===== src/rtl/parking_sound_pkg.sv =====
// ---------------------------------------------------------------------------
// parking_sound_pkg
// Shared types and constants for the parking-sensor audio path:
//   zone_t        3-bit proximity zone (0 = nothing in range, 7 = critical)
//   KEY_RELEASE   key code meaning release/silence at the tone generator
//   beep_state_t  beep scheduler states
//   off_ms()      silent-gap length in ms for zones 1..6
// ---------------------------------------------------------------------------
package parking_sound_pkg;

  typedef logic [2:0] zone_t;

  localparam zone_t ZONE_NONE = 3'd0;
  localparam zone_t ZONE_CRIT = 3'd7;

  localparam logic [7:0] KEY_RELEASE = 8'hf0;

  // Width and saturation value of the millisecond counter
  localparam int unsigned     MS_W   = 12;
  localparam logic [MS_W-1:0] MS_MAX = 12'hfff;

  typedef enum logic [1:0] {
    IDLE     = 2'd0,
    BEEP_ON  = 2'd1,
    BEEP_OFF = 2'd2,
    CONT     = 2'd3
  } beep_state_t;

  // Gap between beeps; closer zones give shorter gaps. Zones 0 and 7 never
  // reach the gap comparison, so they map to the longest possible value.
  function automatic logic [MS_W-1:0] off_ms(input zone_t zone);
    logic [MS_W-1:0] w_ms;
    case (zone)
      3'd1:    w_ms = 12'd800;
      3'd2:    w_ms = 12'd500;
      3'd3:    w_ms = 12'd300;
      3'd4:    w_ms = 12'd180;
      3'd5:    w_ms = 12'd100;
      3'd6:    w_ms = 12'd60;
      default: w_ms = MS_MAX;
    endcase
    return w_ms;
  endfunction

endpackage


===== src/rtl/ms_timebase.sv =====
// ---------------------------------------------------------------------------
// ms_timebase
// Prescaler producing a one-cycle tick every TICK_DIV clocks, and a
// saturating millisecond counter advanced by that tick.
// Ports:
//   i_clk     system clock
//   i_rst_n   synchronous active-low reset
//   i_clr     synchronous clear of prescaler and ms counter
//   o_tick    high in the last prescaler cycle of each millisecond
//   o_ms_cnt  completed milliseconds since the last clear (saturates)
// ---------------------------------------------------------------------------
module ms_timebase
  import parking_sound_pkg::*;
#(
  parameter int unsigned TICK_DIV = 50000
) (
  input  logic            i_clk,
  input  logic            i_rst_n,
  input  logic            i_clr,
  output logic            o_tick,
  output logic [MS_W-1:0] o_ms_cnt
);

  localparam int unsigned   PW         = (TICK_DIV > 1) ? $clog2(TICK_DIV) : 1;
  localparam logic [PW-1:0] PRESC_LAST = PW'(TICK_DIV - 1);

  logic [PW-1:0]   r_presc;
  logic [MS_W-1:0] r_ms_cnt;
  logic            w_tick;

  assign w_tick   = (r_presc == PRESC_LAST);
  assign o_tick   = w_tick;
  assign o_ms_cnt = r_ms_cnt;

  // Prescaler and millisecond counter; clear wins over counting
  always_ff @(posedge i_clk) begin
    if (!i_rst_n) begin
      r_presc  <= PW'(1'b0);
      r_ms_cnt <= 12'd0;
    end else if (i_clr) begin
      r_presc  <= PW'(1'b0);
      r_ms_cnt <= 12'd0;
    end else if (w_tick) begin
      r_presc <= PW'(1'b0);
      if (r_ms_cnt != MS_MAX) begin
        r_ms_cnt <= r_ms_cnt + 12'd1;
      end else begin
        r_ms_cnt <= r_ms_cnt;
      end
    end else begin
      r_presc <= r_presc + PW'(1'b1);
    end
  end

endmodule


===== src/rtl/beep_scheduler.sv =====
// ---------------------------------------------------------------------------
// beep_scheduler
// Turns the proximity zone into timed key_code beep patterns for the tone
// generator: faster cadence as the obstacle gets closer, continuous critical
// tone in zone 7, silence when nothing is in range or when muted.
// Ports:
//   clock     system clock (posedge)
//   k_tr      synchronous active-low reset
//   zone_in   proximity zone, 0 = none, 1..6 = far..near, 7 = critical
//   mute      level, 1 forces silence (used unregistered)
//   key_code  NOTE_CODE while beeping, CRIT_CODE in critical, 8'hf0 otherwise
//   beeping   high while a tone is sounding
//   beep_cnt  number of beep starts, wraps 255 -> 0
// ---------------------------------------------------------------------------
module beep_scheduler
  import parking_sound_pkg::*;
#(
  parameter int unsigned TICK_DIV  = 50000,
  parameter int unsigned ON_MS     = 60,
  parameter logic [7:0]  NOTE_CODE = 8'h2b,
  parameter logic [7:0]  CRIT_CODE = 8'h52
) (
  input  logic       clock,
  input  logic       k_tr,
  input  logic [2:0] zone_in,
  input  logic       mute,
  output logic [7:0] key_code,
  output logic       beeping,
  output logic [7:0] beep_cnt
);

  localparam logic [MS_W-1:0] ON_LIMIT = MS_W'(ON_MS);

  zone_t           r_zone_q;
  beep_state_t     r_state;
  beep_state_t     w_state_nxt;
  logic [7:0]      r_key_code;
  logic            r_beeping;
  logic [7:0]      r_beep_cnt;

  logic            w_tick;
  logic [MS_W-1:0] w_ms_cnt;
  logic [MS_W-1:0] w_elapsed;
  logic            w_stop;
  logic            w_crit;
  logic            w_clr;

  // Every state change restarts the timebase so each state is timed from 0
  assign w_clr = (w_state_nxt != r_state);

  ms_timebase #(
    .TICK_DIV (TICK_DIV)
  ) u_timebase (
    .i_clk    (clock),
    .i_rst_n  (k_tr),
    .i_clr    (w_clr),
    .o_tick   (w_tick),
    .o_ms_cnt (w_ms_cnt)
  );

  // Milliseconds completed at the end of this cycle. Comparing against this
  // rather than the raw count makes a state held N ms last N*TICK_DIV cycles.
  assign w_elapsed = (w_tick && (w_ms_cnt != MS_MAX)) ? (w_ms_cnt + 12'd1) : w_ms_cnt;

  assign w_stop = (r_zone_q == ZONE_NONE) || mute;
  assign w_crit = (r_zone_q == ZONE_CRIT);

  // Zone input register
  always_ff @(posedge clock) begin
    if (!k_tr) begin
      r_zone_q <= ZONE_NONE;
    end else begin
      r_zone_q <= zone_in;
    end
  end

  // Next-state selection; stop outranks critical, which outranks timer expiry
  always_comb begin
    w_state_nxt = r_state;
    case (r_state)
      IDLE: begin
        if (w_stop) begin
          w_state_nxt = IDLE;
        end else if (w_crit) begin
          w_state_nxt = CONT;
        end else begin
          w_state_nxt = BEEP_ON;
        end
      end
      BEEP_ON: begin
        if (w_stop) begin
          w_state_nxt = IDLE;
        end else if (w_crit) begin
          w_state_nxt = CONT;
        end else if (w_tick && (w_elapsed == ON_LIMIT)) begin
          w_state_nxt = BEEP_OFF;
        end else begin
          w_state_nxt = BEEP_ON;
        end
      end
      BEEP_OFF: begin
        // Live zone: moving closer shortens the gap already in progress
        if (w_stop) begin
          w_state_nxt = IDLE;
        end else if (w_crit) begin
          w_state_nxt = CONT;
        end else if (w_elapsed >= off_ms(r_zone_q)) begin
          w_state_nxt = BEEP_ON;
        end else begin
          w_state_nxt = BEEP_OFF;
        end
      end
      CONT: begin
        // Leaving critical always goes through a full gap first
        if (w_stop) begin
          w_state_nxt = IDLE;
        end else if (!w_crit) begin
          w_state_nxt = BEEP_OFF;
        end else begin
          w_state_nxt = CONT;
        end
      end
      default: begin
        w_state_nxt = IDLE;
      end
    endcase
  end

  // State register with outputs registered from the next state, so they
  // always equal the decode of the current state
  always_ff @(posedge clock) begin
    if (!k_tr) begin
      r_state    <= IDLE;
      r_key_code <= KEY_RELEASE;
      r_beeping  <= 1'b0;
      r_beep_cnt <= 8'd0;
    end else begin
      r_state <= w_state_nxt;
      case (w_state_nxt)
        BEEP_ON: begin
          r_key_code <= NOTE_CODE;
          r_beeping  <= 1'b1;
        end
        CONT: begin
          r_key_code <= CRIT_CODE;
          r_beeping  <= 1'b1;
        end
        default: begin
          r_key_code <= KEY_RELEASE;
          r_beeping  <= 1'b0;
        end
      endcase
      if ((w_state_nxt == BEEP_ON) && (r_state != BEEP_ON)) begin
        r_beep_cnt <= r_beep_cnt + 8'd1;
      end else begin
        r_beep_cnt <= r_beep_cnt;
      end
    end
  end

  assign key_code = r_key_code;
  assign beeping  = r_beeping;
  assign beep_cnt = r_beep_cnt;

endmodule


===== config.mk =====
export PLATFORM = sky130hd
export DESIGN_NAME = beep_scheduler
export DESIGN_NICKNAME = d
export VERILOG_FILES = /design/src/rtl/parking_sound_pkg.sv /design/src/rtl/ms_timebase.sv /design/src/rtl/beep_scheduler.sv
export SDC_FILE = /design/constraint.sdc
export NUM_CORES = 1
export LEC_CHECK = 0
export CAP_MARGIN = 40
export CORE_ASPECT_RATIO = 2
export CORE_MARGIN = 2
export CORE_UTILIZATION = 50
export DETAILED_ROUTE_END_ITERATION = 16
export PLACE_DENSITY = 0.7
export SLEW_MARGIN = 20
export SYNTH_ARGS = -nofsm -noshare
export SYNTH_HDL_FRONTEND = slang
export SYNTH_HIERARCHICAL = 1
export SYNTH_SLANG_ARGS = --single-unit

===== constraint.sdc =====
create_clock -name clock -period 7.14 [get_ports clock]
set_input_delay 0.714 -clock clock [delete_from_list [all_inputs] [get_ports clock]]
set_output_delay 0.714 -clock clock [all_outputs]
set_load 0.01 [all_outputs]

==> summary.md <==
| Metric | Value |
|---|---|
| Sw Share | `0.246` |
| Layout cells sized above 1 | `0.0587` |
| Cells on worst reg2reg path | `19` |
| Most used cells in the layout excluding fill and tap cells | `46 x dfxtp_1, 34 x nand2_1, 32 x nor2_1, 24 x nand3_1, 24 x a21oi_1` |
| Data arrival time at the worst-slack endpoint | `5.24 ns` |
| DRC marker count from the first detailed-route iteration | `115` |
| Routed WL per cell | `15.6 um` |
| Number of max-cap violations | `0` |
| Total negative slack | `0 ns` |
| Path type of the worst setup path | `reg2reg` |
| Post-DP HPWL | `5340 um` |
| Run status | `finished, final reports clean` |
| Origin of the worst setup path | `u_timebase/r_presc[0]` |
| Number of distinct standard cells referenced by the synthesized netlist | `56` |
| Post-route clock period utilization | `0.705` |
| Net switching power | `0.000136 W` |
| Combinational group share of total power | `0.094` |
| Slew Limit Fails | `0` |
| FF/Latch Area | `921 um^2` |
| Area of the core region | `5960 um^2` |
| Capture point of the worst reg-to-reg path | `u_timebase/r_presc[4]` |
| Worst-case clock buffer depth | `2` |
| CTS tree | `built` |
| RSZ-0062 raised after global routing | `false` |
| Number of buffers added to fix hold violations after cts | `0` |
| Last weighted congestion value of the routability-driven placer | `0.872` |
| Tightest Pin Transition | `0.805 ns` |
| Synthesized area per cell | `8.02 um^2` |
| Worst slew margin relative to its limit | `0.449` |
| Leakage power figure | `1.13 nW` |
| Die span in y | `115 um` |
| Worst skew pair latency | `0.29 ns` |
| DR DRC count | `0` |
| Post-synth top flop | `dfxtp_1` |
| Power Internal | `0.000417 W` |
| Post-synth EDFFs | `0` |
| Setup Viol. Count Final | `0` |
| Commonest non-fill, non-tap cell in the layout | `dfxtp_1` |
| CTS clock-pin slew for the worst setup and hold paths | `0.06 ns` |
| Crit path launch type | `flip-flop` |
| Total Nets Final | `412` |
| Post-Synthesis Cells | `382` |
| Maximum number of pins on one net before global-route repair | `25` |
| Via-per-instance ratio | `6.25` |
| Power per cell area | `163 nW/um^2` |
| Max Clk Rate | `199 MHz` |
| Port-buffer cells | `21` |
| Cts bufs inserted | `5` |
| Post-CTS Setup Repair Bufs | `0` |
| Clk pwr share | `0.417` |
| Final count of hold timing violations | `0` |
| Classification of the worst-slack hold path | `reg2reg` |
| Overflow left after global routing | `0` |
| Warning count from the yosys run | `6` |
| Syn-to-layout area delta | `10.8%` |
| Worst ir drop on vdd | `0.139 mV` |
| Portion of total power attributed to sequential cells | `0.488` |
| Setup skew after layout | `0.00219 ns` |
| Vias after detailed routing | `2843` |
| Root Buffer Master | `clkbuf_16` |
| Worst Setup EP | `u_timebase/r_presc[4]` |
| First-pass GRT wire length | `11800 um` |
| Combined area of all synthesized cells | `3060 um^2` |
| Required time at the endpoint of the critical path | `7.35 ns` |
| Total GRT Usage | `0.221` |
| Number of sinks on the clock net | `46` |
| Detailed-route wire length | `7100 um` |
| Row count | `40` |
| Chip width | `59.4 um` |
| Overall power | `0.000553 W` |
| Number of search-and-repair iterations in the first detailed-routing pass | `4` |
| Cts repair resizes | `0` |
| Die Outline Area | `6810 um^2` |
| Number of antenna violations at the first check in global routing | `0` |
| Num ports | `23` |
| Internal reg-to-reg setup slack | `2.11 ns` |
| Post-synthesis register bit count | `46` |
| Maximum fanout along the worst path | `24` |
| Net Count, Synth | `403` |
| Min Tclk post-route | `5.03 ns` |
| Filler Cell Count | `566` |
| Non-filler cells in the finished layout | `455` |
| Vias in the first global route | `2681` |
| Startpoint of the most critical register-to-register path | `u_timebase/r_presc[0]` |
| Starting density of the core | `0.514` |
| Hold path startpoint | `u_timebase/r_presc[0]` |
| # diodes | `0` |
| Placed Cells incl. Taps | `447` |
| Critical path endpoint category | `flip-flop` |
| Number of levels the H-tree was split into | `2` |
| Area taken by multi-input logic gates | `1990 um^2` |
| Post-route antenna net violation count | `0` |
| Register area share after synthesis | `0.301` |
| Ys async rst share | `0` |
[flip-flops by register name, summed over array words and instances, names as in the netlist]
name / count
u_timebase/r_presc: 16
u_timebase/o_ms_cnt: 12
beep_cnt: 8
key_code: 4
r_zone_q: 3
r_state: 2
beeping: 1
[critical path, cell delays in order, from the launching register on]
cell and delay, ns:
dfxtp_1 0.38, ha_1 0.22, and3_1 0.28, nand4_2 0.44, inv_1 0.40, nand3_1 0.20
nor4_1 0.44, mux2i_1 0.32, inv_1 0.07, ha_1 0.33, a21oi_1 0.18, o21a_1 0.18
a21oi_1 0.11, nand2_1 0.11, o2111ai_1 0.13, o21ai_0 0.11, nand2_1 0.08, nor2b_1 0.33
nand2_1 0.40, a21oi_1 0.24
[cells in the mapped netlist, types with 2 or more instances]
| cell | count | area, um^2 |
|---|---|---|
| buf_2 | 5 | 25.0 |
| ha_1 | 15 | 188 |
| mux2i_1 | 4 | 40.0 |
| nand4_1 | 14 | 87.6 |
| nor2b_1 | 3 | 18.8 |
| buf_6 | 2 | 22.5 |
| a211oi_1 | 4 | 30.0 |
| inv_1 | 12 | 45.0 |
| nand2_1 | 34 | 128 |
| nand2b_1 | 7 | 43.8 |
| a21o_1 | 2 | 15.0 |
| mux2_2 | 3 | 33.8 |
| buf_4 | 5 | 37.5 |
| or4_1 | 9 | 67.6 |
| nor3b_1 | 3 | 22.5 |
| xnor2_1 | 10 | 87.6 |
| a31oi_1 | 5 | 31.3 |
| and2_1 | 7 | 43.8 |
| a21boi_0 | 4 | 30.0 |
| nand3b_1 | 2 | 15.0 |
| nor2_1 | 32 | 120 |
| a21boi_1 | 3 | 22.5 |
| clkbuf_1 | 8 | 30.0 |
| nand3_1 | 24 | 120 |
| xor2_1 | 6 | 52.6 |
| and4_1 | 4 | 35.0 |
| nor3_1 | 8 | 40.0 |
| and4bb_2 | 2 | 25.0 |
| o41ai_1 | 2 | 17.5 |
| a21oi_1 | 24 | 120 |
| nor4_1 | 7 | 43.8 |
| o311a_1 | 2 | 20.0 |
| o21a_1 | 10 | 75.1 |
| or3_1 | 7 | 43.8 |
| and3_1 | 6 | 37.5 |
| dfxtp_1 | 46 | 921 |
| o31ai_1 | 10 | 75.1 |
| o21ai_0 | 13 | 65.1 |
[how the worst min path moves through the flow]
stage                                  to  cells after the start
detailed placement  u_timebase/r_presc[0]                      1
global route        u_timebase/r_presc[0]                      1
floorplan           u_timebase/r_presc[0]                      1
CTS                 u_timebase/r_presc[0]                      1
global placement    u_timebase/r_presc[0]                      1
finish              u_timebase/r_presc[0]                      1
[metal layers]
metal,vias to the layer above,GRT usage,part of all wire
li1,1430,-,-
met1,1334,0.220,0.38
met2,59,0.412,0.55
met3,20,0.0339,0.028
met4,0,0.121,0.037
met5,-,0,0
[power by group through the flow]
stage / combinational, W / sequential [W] / clock, W
after floorplan: 0.0000363 / 0.000274 / 0
after global placement: 0.0000516 / 0.000275 / 0
after detailed placement: 0.0000522 / 0.000276 / 0
after CTS: 0.0000525 / 0.000270 / 0.000238
after global routing: 0.0000583 / 0.000271 / 0.000249
final: 0.0000521 / 0.000270 / 0.000231
[cell type report]
type | count | share of cell area
multi-input cells | 304 | 0.586
flip-flops and latches | 46 | 0.271
repair buffers | 22 | 0.0641
clock buffers | 6 | 0.0380
well taps | 63 | 0.0232
inverters | 12 | 0.0133
clock inverters | 2 | 0.00405
[cell families (layout without fill, tap and decap cells)]
kind of cell               after synthesis  after routing  synth area share
buffers and inverters                   32             42            0.0523
and+or+nand+nor                        179            179             0.329
adders and majority gates               15             15            0.0612
other                                    1              1           0.00122
xor gates and xnor gates                16             16            0.0457
muxes                                    7              7            0.0241
DFF                                     46             46             0.301
AOI/OAI and AO/OA                       86             86             0.186
[stage by stage]
| stage | instance area (um^2) | setup slack [ns] | hold slack [ns] | utilization |
|---|---|---|---|---|
| floorplan | 3060 | 3.16 | 0.430 | - |
| global placement | 3240 | 2.35 | 0.441 | 0.545 |
| detailed placement | 3250 | 2.21 | 0.449 | 0.546 |
| CTS | 3390 | 2.17 | 0.465 | 0.570 |
| global route | 3390 | 1.65 | 0.491 | 0.570 |
| finish | 3390 | 2.11 | 0.465 | 0.570 |
(Power assumes the default switching activity.)
